$ cat config.mk
export PLATFORM = sky130hd
export DESIGN_NAME = rf_exec_seq
export DESIGN_NICKNAME = d
export VERILOG_FILES = /design/src/rtl/rf_exec_pkg.sv /design/src/rtl/rf_exec_alu.sv /design/src/rtl/rf_exec_seq.sv
export SDC_FILE = /design/constraint.sdc
export NUM_CORES = 1
export LEC_CHECK = 0
export ABC_AREA = 0
export BUFFER_PORTS_ARGS = -buffer_cell sky130_fd_sc_hd__clkbuf_2
export CAP_MARGIN = 10
export CORE_ASPECT_RATIO = 0.6
export CORE_UTILIZATION = 56
export DETAILED_ROUTE_END_ITERATION = 6
export GPL_TIMING_DRIVEN = 0
export PLACE_DENSITY = 0.81
export SKIP_CTS_REPAIR_TIMING = 1
export SYNTH_ARGS = -nofsm -noshare
export SYNTH_HDL_FRONTEND = slang
export SYNTH_SLANG_ARGS = --single-unit
$ cat constraint.sdc
create_clock -name clk -period 2.9 [get_ports clk]
set_input_delay 0.435 -clock clk [delete_from_list [all_inputs] [get_ports clk]]
set_output_delay 0.435 -clock clk [all_outputs]
set_load 0.02 [all_outputs]
$ cat src/rtl/rf_exec_pkg.sv
// ---------------------------------------------------------------------------
// rf_exec_pkg
// Shared definitions for the regfile execution sequencer:
//   - default data/address widths (8-bit words, 8 registers)
//   - opcode encodings OP_ADD..OP_CMP
//   - FSM state encoding ST_IDLE..ST_RESP
//   - op_writes(): whether an opcode produces a register write-back
// ---------------------------------------------------------------------------
package rf_exec_pkg;

  localparam int DW_DEF = 8;
  localparam int AW_DEF = 3;
  localparam int OPW    = 3;

  localparam logic [OPW-1:0] OP_ADD = 3'd0;
  localparam logic [OPW-1:0] OP_SUB = 3'd1;
  localparam logic [OPW-1:0] OP_AND = 3'd2;
  localparam logic [OPW-1:0] OP_OR  = 3'd3;
  localparam logic [OPW-1:0] OP_XOR = 3'd4;
  localparam logic [OPW-1:0] OP_MOV = 3'd5;
  localparam logic [OPW-1:0] OP_LDI = 3'd6;
  localparam logic [OPW-1:0] OP_CMP = 3'd7;

  typedef enum logic [2:0] {
    ST_IDLE  = 3'd0,
    ST_READ  = 3'd1,
    ST_EXEC  = 3'd2,
    ST_WRITE = 3'd3,
    ST_RESP  = 3'd4
  } state_t;

  // CMP only updates flags; every other opcode writes its result back.
  function automatic logic op_writes(input logic [OPW-1:0] op);
    return (op != OP_CMP);
  endfunction

endpackage

$ cat src/rtl/rf_exec_alu.sv
// ---------------------------------------------------------------------------
// rf_exec_alu
// Purely combinational ALU for the regfile execution sequencer.
// Ports:
//   i_op      opcode (OP_ADD..OP_CMP)
//   i_a       operand A (value of rs)
//   i_b       operand B (value of rt)
//   i_imm     immediate, used by LDI only
//   o_result  DW-bit result, truncated (wraps mod 2^DW)
//   o_z       result == 0
//   o_c       ADD: carry-out; SUB/CMP: borrow (a < b unsigned); others 0
// ---------------------------------------------------------------------------
module rf_exec_alu
  import rf_exec_pkg::*;
#(
  parameter int DW = DW_DEF
) (
  input  logic [OPW-1:0] i_op,
  input  logic [DW-1:0]  i_a,
  input  logic [DW-1:0]  i_b,
  input  logic [DW-1:0]  i_imm,
  output logic [DW-1:0]  o_result,
  output logic           o_z,
  output logic           o_c
);

  // Arithmetic is done one bit wider; bit DW is the carry (ADD) or the
  // borrow (SUB/CMP), since a zero-extended a-b goes negative iff a < b.
  logic [DW:0]   w_sum;
  logic [DW:0]   w_diff;
  logic [DW-1:0] w_res;
  logic          w_c;

  assign w_sum  = {1'b0, i_a} + {1'b0, i_b};
  assign w_diff = {1'b0, i_a} - {1'b0, i_b};

  always_comb begin
    w_res = '0;
    w_c   = 1'b0;
    case (i_op)
      OP_ADD: begin
        w_res = w_sum[DW-1:0];
        w_c   = w_sum[DW];
      end
      OP_SUB, OP_CMP: begin
        w_res = w_diff[DW-1:0];
        w_c   = w_diff[DW];
      end
      OP_AND:  w_res = i_a & i_b;
      OP_OR:   w_res = i_a | i_b;
      OP_XOR:  w_res = i_a ^ i_b;
      OP_MOV:  w_res = i_a;
      OP_LDI:  w_res = i_imm;
      default: w_res = '0;
    endcase
  end

  assign o_result = w_res;
  assign o_z      = (w_res == '0);
  assign o_c      = w_c;

endmodule

$ cat src/rtl/rf_exec_seq.sv
// ---------------------------------------------------------------------------
// rf_exec_seq
// Initiator-side sequencer for an 8x8 register file. Accepts one reg-reg
// command, reads both operands, computes the result, writes it back once
// (except CMP) and returns a response. One command in flight at a time.
//
// Handshakes (both channels): a transfer happens on a rising edge where
// valid and ready are both 1. The initiator holds valid and payload stable
// until that edge; ready may depend combinationally on state and rst_n but
// never on valid. rsp_valid and rsp_* stay constant until the transfer.
//
// Ports:
//   clk, rst_n            clock, synchronous active-low reset
//   cmd_valid/cmd_ready   command handshake (ready only in IDLE, out of reset)
//   cmd_op/rs/rt/rd/imm   command payload, latched on acceptance
//   rsp_valid/rsp_ready   response handshake
//   rsp_data/z/c          result and flags
//   rf_ra/rf_rb           regfile read addresses
//   rf_rd_a/rf_rd_b       regfile combinational read data
//   rf_wa/rf_wd/rf_we     regfile write port (rf_we one cycle per command)
//   dbg_state             current FSM state
// ---------------------------------------------------------------------------
module rf_exec_seq
  import rf_exec_pkg::*;
#(
  parameter int DW = DW_DEF,
  parameter int AW = AW_DEF
) (
  input  logic           clk,
  input  logic           rst_n,
  input  logic           cmd_valid,
  output logic           cmd_ready,
  input  logic [OPW-1:0] cmd_op,
  input  logic [AW-1:0]  cmd_rs,
  input  logic [AW-1:0]  cmd_rt,
  input  logic [AW-1:0]  cmd_rd,
  input  logic [DW-1:0]  cmd_imm,
  output logic           rsp_valid,
  input  logic           rsp_ready,
  output logic [DW-1:0]  rsp_data,
  output logic           rsp_z,
  output logic           rsp_c,
  output logic [AW-1:0]  rf_ra,
  output logic [AW-1:0]  rf_rb,
  output logic [AW-1:0]  rf_wa,
  output logic           rf_we,
  output logic [DW-1:0]  rf_wd,
  input  logic [DW-1:0]  rf_rd_a,
  input  logic [DW-1:0]  rf_rd_b,
  output state_t         dbg_state
);

  state_t         r_state;

  // Latched command (rs/rt live in r_ra/r_rb, which drive the read ports).
  logic [OPW-1:0] r_op;
  logic [AW-1:0]  r_rd;
  logic [DW-1:0]  r_imm;

  // Operands captured at the end of READ.
  logic [DW-1:0]  r_a;
  logic [DW-1:0]  r_b;

  // Result holding registers filled in EXEC.
  logic [DW-1:0]  r_res;
  logic           r_z;
  logic           r_c;

  // Registered outputs.
  logic           r_rsp_valid;
  logic [DW-1:0]  r_rsp_data;
  logic           r_rsp_z;
  logic           r_rsp_c;
  logic [AW-1:0]  r_ra;
  logic [AW-1:0]  r_rb;
  logic [AW-1:0]  r_wa;
  logic [DW-1:0]  r_wd;
  logic           r_we;

  logic [DW-1:0]  w_alu_res;
  logic           w_alu_z;
  logic           w_alu_c;

  rf_exec_alu #(
    .DW (DW)
  ) u_alu (
    .i_op     (r_op),
    .i_a      (r_a),
    .i_b      (r_b),
    .i_imm    (r_imm),
    .o_result (w_alu_res),
    .o_z      (w_alu_z),
    .o_c      (w_alu_c)
  );

  always_ff @(posedge clk) begin
    if (!rst_n) begin
      r_state     <= ST_IDLE;
      r_op        <= '0;
      r_rd        <= '0;
      r_imm       <= '0;
      r_a         <= '0;
      r_b         <= '0;
      r_res       <= '0;
      r_z         <= 1'b0;
      r_c         <= 1'b0;
      r_rsp_valid <= 1'b0;
      r_rsp_data  <= '0;
      r_rsp_z     <= 1'b0;
      r_rsp_c     <= 1'b0;
      r_ra        <= '0;
      r_rb        <= '0;
      r_wa        <= '0;
      r_wd        <= '0;
      r_we        <= 1'b0;
    end else begin
      // Write enable is a single-cycle pulse set only on entry to WRITE.
      r_we <= 1'b0;
      case (r_state)
        ST_IDLE: begin
          // cmd_ready is 1 here whenever rst_n is 1, so valid alone accepts.
          if (cmd_valid) begin
            r_op    <= cmd_op;
            r_rd    <= cmd_rd;
            r_imm   <= cmd_imm;
            r_ra    <= cmd_rs;
            r_rb    <= cmd_rt;
            r_state <= ST_READ;
          end
        end
        ST_READ: begin
          // Operands are captured before any write, so rs==rd or rt==rd
          // uses the old register value.
          r_a     <= rf_rd_a;
          r_b     <= rf_rd_b;
          r_state <= ST_EXEC;
        end
        ST_EXEC: begin
          r_res   <= w_alu_res;
          r_z     <= w_alu_z;
          r_c     <= w_alu_c;
          r_wa    <= r_rd;
          r_wd    <= w_alu_res;
          r_we    <= op_writes(r_op);
          r_state <= ST_WRITE;
        end
        ST_WRITE: begin
          // The regfile commits on this edge; the response follows.
          r_rsp_valid <= 1'b1;
          r_rsp_data  <= r_res;
          r_rsp_z     <= r_z;
          r_rsp_c     <= r_c;
          r_state     <= ST_RESP;
        end
        ST_RESP: begin
          if (rsp_ready) begin
            r_rsp_valid <= 1'b0;
            r_state     <= ST_IDLE;
          end
        end
        default: begin
          r_state <= ST_IDLE;
        end
      endcase
    end
  end

  // Gating with rst_n keeps a reset asserted during WRITE from committing
  // the pending write in the same cycle.
  assign cmd_ready = (r_state == ST_IDLE) && rst_n;
  assign rf_we     = r_we && rst_n;

  assign rsp_valid = r_rsp_valid;
  assign rsp_data  = r_rsp_data;
  assign rsp_z     = r_rsp_z;
  assign rsp_c     = r_rsp_c;
  assign rf_ra     = r_ra;
  assign rf_rb     = r_rb;
  assign rf_wa     = r_wa;
  assign rf_wd     = r_wd;
  assign dbg_state = r_state;

endmodule
==> impl_metrics.toml <==
[power_and_ir_drop]
internal_power_w = 0.00187
power_w = 0.00275
pwr_density_cell_mw_per_mm2 = 593
leakage_nw = 1.89
p_seq_share_pct = 35.6
power.share.switching_pct = 32.0
power.switching_w = 0.000882
combinationalPowerShare_pct = 24.4
clock_power_share_pct = 40.0
peakVddDrop_v = 0.000439

[yosys]
synth-async-reset-ratio_pct = 0
syn_avg_cell_area_um2 = 8.05
post_synth_instance_area_mm2 = 0.00385
nets_in_the_synthesized_netlist = 545
basic_gate_share_of_the_synthesized_area_counting_and_or_nand_and_nor_cells_pct = 23.5
synthesized_instance_count = 478
ys_seq_elements = 64
post-synth-top-area-fraction_pct = 33.3
ys_dominant_reg_cell = "sky130_fd_sc_hd__dfxtp_1"
synth_compound_gate_area_share_pct = 25.2
yosysSeqAreaShare_pct = 33.3
netlist_cell_types = 71
muxShareOfSynthArea_pct = 1.66
number_of_enable_flip_flop_cells_after_synthesis = 0
synth_fa_ha_area_share_pct = 9.16
synth_xor_xnor_area_share_pct = 1.14
post_synth_main_area_contributors = "sky130_fd_sc_hd__dfxtp_1 (33%), sky130_fd_sc_hd__a21boi_0 (11%), sky130_fd_sc_hd__nand2_1 (11%), sky130_fd_sc_hd__ha_1 (8.1%), sky130_fd_sc_hd__clkbuf_1 (2.2%)"
post-synth-top-area-cell = "sky130_fd_sc_hd__dfxtp_1"
synth-warning-count = 0
synth_top_family_by_area = "compound AO/OA/AOI/OAI gates"

[critical_path]
path_delay_family = "compound AO/OA/AOI/OAI gates"
timing.rr.end = "r_z"
delay_of_the_slowest_cell_on_the_worst_path_ns = 0.57
path_class = "flip-flop to flip-flop"
rr_startpoint = "r_a[0]"
critical_path_buf_inv_count = 1
worstSetupStartpoint = "r_a[0]"
cp.arrival_ns = 3.04
crit_path_cell_trace = "inv_1 > ha_1 > fa_1 > o311ai_2 > a221oi_1 > a2bb2oi_1 > or4_1 > o31ai_2"
reg_to_reg_slack_setup_ns = 0.12
reg2reg_depth = 8
worst_setup_path_end_kind = "flip-flop"
critical_path_peak_fanout = 4
critical_path.slowest_cell = "sky130_fd_sc_hd__or4_1"
worstSetupStartpointType = "flip-flop"
critical_path_data_required_time_ns = 3.16

[cts]
cts_max_path_buffers = 2
clock_sinks = 64
cts_made_buffers = 9
cts_tree = "built"
clockRootBuffer = "sky130_fd_sc_hd__clkbuf_16"
clkLatencyLatePin_ns = 0.34
h_tree_depth_reported_by_cts = 3
clk_pin_slew_ns = 0.06

[detailed_routing]
detailed_route_wl_um = 11000
routed_via_density = 5.79
drt_drc_violations_left = 0
drt_pre_antenna_iters = 5
routed_wire_length_per_instance_um = 17.0
initialDrtViolationCount = 310
vias = 3764
remaining_number_of_nets_flagged_by_the_antenna_check_after_routing = 0

[cells_and_area]
ff_latch_area_mm2 = 0.00128
syn_to_final_growth_pct = 20.6
fill_cells = 482
antenna-diode-count = 0
layout.cells.most_common = "sky130_fd_sc_hd__nand2_1"
drive_gt1_share_pct = 20.3
final_net_count = 628
mostFrequentLayoutCells = "sky130_fd_sc_hd__nand2_1 (112), sky130_fd_sc_hd__clkbuf_2 (72), sky130_fd_sc_hd__dfxtp_1 (64), sky130_fd_sc_hd__a21boi_0 (56), sky130_fd_sc_hd__ha_1 (25)"
post-route-util_pct = 73.0
multi_input_comb_area_mm2 = 0.00236

[floorplan]
total_die_area_mm2 = 0.00722
die_height_um = 66.2
floorplan.initialDensity_pct = 60.5
design.core.area_mm2 = 0.00636
rows = 22
chipWidth_um = 109
io_pins = 73

[worst_hold_path]
worst_hold_path_type = "input pin to flip-flop"
hp-start = "cmd_rs[1]"
hold_end = "rf_ra[1]"
whs_path_depth = 3

[timing]
period_needed_ns = 2.78
relSlewSlack_pct = 58.0
hold_viol_final = 0
maxSlewViolCount = 0
worstMarginPinSlew_ns = 0.630
fin_worst_hold_slack_ns = 0.322
setup_viol = 0
final_worst_path_cycle_share_pct = 96.0
max_freq_ghz = 0.359
skew_ns = 0.00453

[global_routing]
grt_pass1_vias = 3366
grt_start_max_net_pins = 12
grt.overflow.total = 0
global_route_wire_length_before_repair_um = 17300
antenna_found_initial = 0
track_usage_pct = 32.6

[place]
numPortBuffers = 72
gpl.final_weighted_congestion = 0.969
detailed_place_hpwl_um = 8320

[run_status]
result_of_the_run = "complete, no violations"

[flow_run]
max_cap_viol_count = 0
worst reg2reg max path: cells and delay by family, from the launching register on:
family,cells,cell delay (ns)
compound gates,4,1.00
fa+ha+maj,2,0.65
buf+inv,1,0.10
flops,1,0.39
simple gates,1,0.57
power by group through the flow:
stage / Clock, W / Sequential [W] / Combinational [W]
finish: 0.00110 / 0.000981 / 0.000671
global route: 0.00114 / 0.000986 / 0.000734
CTS: 0.00111 / 0.000979 / 0.000640
detailed placement: 0 / 0.000998 / 0.000637
global placement: 0 / 0.000996 / 0.000628
floorplan: 0 / 0.00101 / 0.000420
synthesized netlist by cell type (3+ instances only):
cell type and instances:
sky130_fd_sc_hd__a21boi_0 56, sky130_fd_sc_hd__a21oi_1 12, sky130_fd_sc_hd__a31oi_1 3, sky130_fd_sc_hd__and3_1 3, sky130_fd_sc_hd__buf_2 6, sky130_fd_sc_hd__clkbuf_1 23
sky130_fd_sc_hd__dfxtp_1 64, sky130_fd_sc_hd__ha_1 25, sky130_fd_sc_hd__inv_1 22, sky130_fd_sc_hd__mux2i_1 3, sky130_fd_sc_hd__nand2_1 112, sky130_fd_sc_hd__nand2b_1 9
sky130_fd_sc_hd__nand3_1 15, sky130_fd_sc_hd__nand3b_1 4, sky130_fd_sc_hd__nor2_1 14, sky130_fd_sc_hd__nor2b_1 11, sky130_fd_sc_hd__nor3_1 4, sky130_fd_sc_hd__nor4_1 3
sky130_fd_sc_hd__o211ai_1 6, sky130_fd_sc_hd__o21ai_0 14, sky130_fd_sc_hd__xnor2_1 4
cell type report:
type                    count  share of cell area [%]
multi-input cells         358                    50.9
flip-flops and latches     64                    27.6
repair buffers             72                    7.76
clock buffers              11                    5.23
plain buffers              33                    3.21
well taps                  84                    2.26
inverters                  23                    1.86
clock inverters             5                    1.21
cells by family (layout without fill, tap and decap cells):
group / count (synthesis) / after routing
xor+xnor: 5 / 5
flops: 64 / 64
simple gates: 192 / 192
compound gates: 129 / 129
fa+ha+maj: 27 / 27
buf+inv: 56 / 144
mux: 5 / 5
registers in the layout, summed over array words and instances, names as in the netlist, 3 cells and up:
| register | count |
|---|---|
| r_a | 8 |
| r_b | 8 |
| r_imm | 8 |
| rf_wd | 8 |
| rsp_data | 8 |
| dbg_state | 3 |
| r_op | 3 |
| r_rd | 3 |
| rf_ra | 3 |
| rf_rb | 3 |
| rf_wa | 3 |
metal layers:
metal  share of wire, %  track usage (%)
met5                  0                0
met4                1.3             8.78
met3                9.0             9.06
met2                 39             46.5
met1                 50             47.5
per-stage QoR:
stage	instances	TNS, ns	worst slack, ns	cell area [um2]
after floorplan	478	0	0.446	3850
after global placement	634	-0.0238	-0.0238	4320
after detailed placement	634	-0.0486	-0.0486	4320
after CTS	650	-0.0670	-0.0670	4610
after global routing	650	-0.0239	-0.0239	4640
final	650	0	0.115	4640
how the worst max path moves through the flow:
stage | to | cells past startpoint
global route | r_z | 9
global placement | r_z | 9
floorplan | r_z | 8
detailed placement | r_z | 9
CTS | r_z | 9
finish | r_z | 8
No activity file was read; power rests on OpenSTA's default activity.
